--- src/rtl/frame_sender.sv ---
// frame_sender: pushes one fixed-length frame of pixel groups to a downstream
// image processor over the AXI write channels (AW, W, B).
//
//   state  | meaning
//   -------+------------------------------------------------------------
//   S_IDLE | waiting for start_i; out-of-range ip_sel_i sets err_o
//   S_ADDR | AWVALID held high until the address handshake
//   S_DATA | source stream passed straight through to W, beats counted
//   S_RESP | BREADY high; the response is checked, then done_o pulses
module frame_sender #(
  parameter int IP_AMT           = 1,
  parameter int MST_ID_W         = 3,
  parameter int MST_ID           = 0,
  parameter int DATA_WIDTH       = 256,
  parameter int ADDR_WIDTH       = 32,
  parameter int TRANS_WR_RESP_W  = 2,
  parameter int FRAME_PGROUP_NUM = 1024,
  localparam int IPS_W           = (IP_AMT > 1) ? $clog2(IP_AMT) : 1
) (
  input  logic                       ACLK_i,
  input  logic                       ARESETn_i,
  input  logic                       start_i,
  input  logic [IPS_W-1:0]           ip_sel_i,
  input  logic [DATA_WIDTH-1:0]      src_data_i,
  input  logic                       src_valid_i,
  output logic                       src_ready_o,
  output logic [MST_ID_W-1:0]        m_AWID_o,
  output logic [ADDR_WIDTH-1:0]      m_AWADDR_o,
  output logic                       m_AWVALID_o,
  input  logic                       m_AWREADY_i,
  output logic [DATA_WIDTH-1:0]      m_WDATA_o,
  output logic                       m_WLAST_o,
  output logic                       m_WVALID_o,
  input  logic                       m_WREADY_i,
  input  logic [MST_ID_W-1:0]        m_BID_i,
  input  logic [TRANS_WR_RESP_W-1:0] m_BRESP_i,
  input  logic                       m_BVALID_i,
  output logic                       m_BREADY_o,
  output logic                       busy_o,
  output logic                       done_o,
  output logic                       err_o
);

  localparam int CNT_W    = $clog2(FRAME_PGROUP_NUM + 1);
  localparam int AW_SHIFT = 27;
  localparam logic [CNT_W-1:0]    LAST_CNT = CNT_W'(FRAME_PGROUP_NUM - 1);
  localparam logic [MST_ID_W-1:0] MST_ID_L = MST_ID_W'(MST_ID);

  typedef enum logic [1:0] {S_IDLE, S_ADDR, S_DATA, S_RESP} state_e;

  state_e             state_q, state_d;
  logic [CNT_W-1:0]   cnt_q, cnt_d;
  logic [IPS_W-1:0]   ip_sel_q, ip_sel_d;
  logic               err_q, err_d;
  logic               done_q, done_d;
  logic               sel_ok;
  logic               w_beat;

  // Select is only acted on when it names an existing processor.
  assign sel_ok = (32'(ip_sel_i) < 32'(IP_AMT));
  assign w_beat = m_WVALID_o & m_WREADY_i;

  // Address comes straight from the latched select, so it cannot move while AWVALID is up.
  assign m_AWADDR_o = ADDR_WIDTH'(ip_sel_q) << AW_SHIFT;
  assign m_AWID_o   = MST_ID_L;
  assign done_o     = done_q;
  assign err_o      = err_q;

  // State and datapath registers; reset abandons any frame in flight.
  always_ff @(posedge ACLK_i or negedge ARESETn_i) begin
    if (!ARESETn_i) begin
      state_q  <= S_IDLE;
      cnt_q    <= '0;
      ip_sel_q <= '0;
      err_q    <= 1'b0;
      done_q   <= 1'b0;
    end else begin
      state_q  <= state_d;
      cnt_q    <= cnt_d;
      ip_sel_q <= ip_sel_d;
      err_q    <= err_d;
      done_q   <= done_d;
    end
  end

  // Next-state, beat counter, select latch and sticky error.
  always_comb begin
    state_d  = state_q;
    cnt_d    = cnt_q;
    ip_sel_d = ip_sel_q;
    err_d    = err_q;
    done_d   = 1'b0;
    unique case (state_q)
      S_IDLE: begin
        if (start_i) begin
          if (sel_ok) begin
            state_d  = S_ADDR;
            err_d    = 1'b0;
            ip_sel_d = ip_sel_i;
          end else begin
            err_d = 1'b1;
          end
        end
      end
      S_ADDR: begin
        if (m_AWREADY_i) begin
          state_d = S_DATA;
          cnt_d   = '0;
        end
      end
      S_DATA: begin
        if (w_beat) begin
          if (cnt_q == LAST_CNT) begin
            state_d = S_RESP;
            cnt_d   = '0;
          end else begin
            cnt_d = cnt_q + CNT_W'(1);
          end
        end
      end
      S_RESP: begin
        if (m_BVALID_i) begin
          state_d = S_IDLE;
          done_d  = 1'b1;
          if ((m_BRESP_i != '0) || (m_BID_i != MST_ID_L)) begin
            err_d = 1'b1;
          end
        end
      end
      default: state_d = S_IDLE;
    endcase
  end

  // Channel outputs; W is a zero-latency pass-through of the source while in S_DATA.
  always_comb begin
    m_AWVALID_o = 1'b0;
    m_WVALID_o  = 1'b0;
    m_WDATA_o   = '0;
    m_WLAST_o   = 1'b0;
    src_ready_o = 1'b0;
    m_BREADY_o  = 1'b0;
    busy_o      = (state_q != S_IDLE);
    unique case (state_q)
      S_ADDR: m_AWVALID_o = 1'b1;
      S_DATA: begin
        m_WVALID_o  = src_valid_i;
        m_WDATA_o   = src_data_i;
        m_WLAST_o   = (cnt_q == LAST_CNT);
        src_ready_o = m_WREADY_i;
      end
      S_RESP: m_BREADY_o = 1'b1;
      default: ;
    endcase
  end

endmodule
--- config.mk ---
export PLATFORM = sky130hd
export DESIGN_NAME = frame_sender
export DESIGN_NICKNAME = d
export VERILOG_FILES = /design/src/rtl/frame_sender.sv
export SDC_FILE = /design/constraint.sdc
export NUM_CORES = 1
export LEC_CHECK = 0
export CORE_AREA = 2 2 223 225
export DETAILED_ROUTE_END_ITERATION = 6
export DIE_AREA = 0 0 225 227
export GPL_TIMING_DRIVEN = 1
export SLEW_MARGIN = 20
export SYNTH_ARGS = -nofsm -noshare
export SYNTH_HDL_FRONTEND = slang
export SYNTH_SLANG_ARGS = --single-unit
--- constraint.sdc ---
create_clock -name ACLK_i -period 2.6 [get_ports ACLK_i]
set_clock_uncertainty 0.2 [all_clocks]
set_input_delay 0.39 -clock ACLK_i [delete_from_list [all_inputs] [get_ports ACLK_i]]
set_output_delay 0.39 -clock ACLK_i [all_outputs]
set_load 0.1 [all_outputs]
==> reports/results.tsv <==
stage	metric	value	unit
clock_tree	root_buffer	clkbuf_16	
clock_tree	cts_buffers	3	
die	die_y	227	um
timing	hold_viol_final	0	
worst_hold_path	hp-class	in2async	
placed_design	place_congestion	0.855	
routing	drtPass1Iterations	4	
setup_path	path_cells	inv_1, ha_4, buf_6, and2_1, buf_12	
yosys	syn_inst	421	
clock_tree	holdBufCountCts	0	
setup_path	cp_max_fo	49	
grt	grt_pass1_vias	4891	
yosys	synth-simple-area-share	63.0	%
final_layout	finalNetCount	1209	
grt	grt_use_total	7.89	%
yosys	yosys-mux-area-fraction	1.78	%
yosys	synth.distinct_cells	40	
timing	holdWs	0.269	ns
setup_path	crit_buf_inv	3	
die	rows	81	
die	coreArea	0.0485	mm^2
final_layout	multi_input_area	0.00228	mm^2
final_layout	nFillCells	5143	
timing	finalCritPeriodShare	95.4	%
final_layout	regArea	400	um^2
yosys	synth_compound_area_share	5.31	%
grt	grt_max_degree	72	
setup_path	arrival	1.89	ns
clock_tree	cts_tree	yes	
clock_tree	path_clk_slew	0.06	ns
yosys	yosys_most_used_dff	dfrtp_1	
placed_design	placed_area	0.0115	mm^2
timing	drv_slew	0	
timing	setup_viol	0	
setup_path	required	2.01	ns
routing	drc	0	
yosys	synth_top_family_by_area	simple AND/OR/NAND/NOR gates	
die	ioPinCount	568	
routing	drt-initial-drc-count	100	
status	status	finished, final reports clean	
die	start_util	6.06	%
job	drv_cap	0	
setup_path	cp-end-kind	output port	
final_layout	final_area	0.0116	mm^2
routing	totalWireLength	21.7	mm
grt	grt_pass1_wl	30.1	mm
yosys	yosys_warnings	0	
yosys	syn_area	0.00294	mm^2
setup_path	max_stage_delay	0.42	ns
timing	fin_setup_tns	0	ns
clock_tree	worstSkewPairLatency	0.25	ns
placed_design	dpl.hpwl	20.0	mm
routing	via_per_inst	2.97	
clock_tree	post_cts_buffers	0	
clock_tree	htreeDepth	1	
grt	antenna_found_initial	2	
routing	final_antenna_net_count	0	
clock_tree	cts.sinks	16	
timing	grt_setup_unrepaired	false	
setup_path	critical_path.top_delay_family	buffers and inverters	
routing	wl_per_cell	13.9	um
setup_path	critical_path_class	reg2out	
die	dieWidth	225	um
grt	grt_overflow	0	
timing	final.min_clock_period	2.48	ns
placed_design	portBuffers	533	
yosys	synth_seq_area_share	13.6	%
yosys	synth_edf_count	0	
yosys	synth_fa_ha_area_share	2.12	%
yosys	async_flop_share	100	%
die	die_area	0.0511	mm^2
final_layout	drive_gt1_share	30.7	%
setup_path	critical_path.slowest_cell	dfrtp_1	
yosys	synth_xor_area_share	0	%
yosys	ys_ff_latch	16	
final_layout	area_delta_synth_final	295	%
setup_path	critPathLaunchType	flip-flop	
yosys	postSynthAreaPerCell	6.99	um^2
timing	clock.fmax	403	MHz
clock_tree	cts_buffer_depth	2	
routing	dr_total_vias	4628	
## worst register-to-register path, delay by kind of cell (launching register included)
kind	cells	cell delay, ns
AO/OA/AOI/OAI	1	0.48
flip-flops	1	0.44
multiplexers	1	0.37
adder cells (fa/ha/maj)	1	0.29
AND/OR/NAND/NOR	2	0.41
## synth_stat cells (2+ instances only)
library cell  number  area share, %
nand4_1            3           0.64
or2_2              2           0.42
nor4_1             2           0.42
inv_1              6           0.76
nor2_1             5           0.64
dfrtp_1           16             14
o21a_1             2           0.51
o21ai_0            5           0.85
mux2i_1            3            1.0
ha_1               5            2.1
nand2_1            7           0.89
nor2b_1            3           0.64
o22ai_1            3           0.64
nand3_1            7            1.2
clkbuf_1          31            4.0
and2_1           260             55
buf_4             35            8.9
a21oi_1            4           0.68
## stage by stage
stage                     std cells  setup WS (ns)  util [%]
after floorplan                 454         0.0224         -
after global placement         1552          0.242      23.7
after detailed placement       1552          0.244      23.7
after CTS                      1556         0.0373      23.9
after global routing           1556         0.0136      23.9
final                          1557          0.119      23.9
## registers in the layout, indices dropped and copies added, names as in the netlist
name and count:
done_o 1, ip_sel_q 1, cnt_q 11, err_o 1, state_q 2
## worst paths after layout
kind	start	end	slack (ns)	depth (start not counted)
max in group asynchronous	ARESETn_i	cnt_q[10]	1.73	2
min in group ACLK_i	cnt_q[10]	cnt_q[10]	0.33	1
hold / removal	ARESETn_i	cnt_q[7]	0.27	2
setup / recovery	state_q[0]	m_WDATA_o[118]	0.12	5
setup reg to reg	cnt_q[0]	state_q[1]	0.29	5
hold reg to reg	cnt_q[10]	cnt_q[10]	0.33	1
## final cells by class
type	count	share of cell area (%)
diodes	1	0.0215
flip-flops and latches	16	3.45
multi-input cells	365	19.6
well taps	622	6.70
repair buffers	543	69.2
clock buffers	4	0.765
inverters	6	0.194
## kinds of logic after synthesis
group	after synthesis
AND/OR/NAND/NOR	298
buffers and inverters	73
AO/OA/AOI/OAI	23
flip-flops	16
multiplexers	5
adder cells (fa/ha/maj)	5
other	1
## repair_timing
| action | CTS | global route |
|---|---|---|
| pin swaps | 0 | 0 |
| gates resized for setup | 1 | 1 |
| endpoints found under the setup margin | 3 | 47 |
## placed cells by master (no fill, tap or decap), types with 2 or more instances in the layout
cell type	count
o21ai_0	5
a21oi_1	4
ha_1	4
buf_6	2
conb_1	34
buf_12	263
and2_1	260
nor2b_1	3
nand4_1	3
nor2_1	5
mux2i_1	3
clkdlybuf4s50_1	268
nand2_1	7
inv_1	6
nand3_1	7
o21a_1	2
nor4_4	2
dfrtp_1	16
buf_4	10
o22ai_1	3
or2_2	2
clkbuf_16	3
## per-layer routing
layer  routed length, um  GRT usage (%)
met1                7250           8.01
met2               11700           15.1
met3                2310           2.96
met4                 375           2.07
met5                  13              0
Power is left out: the tool's default activity adds up to more than one toggle a clock period on the data nets, which glitch-free logic cannot reach.
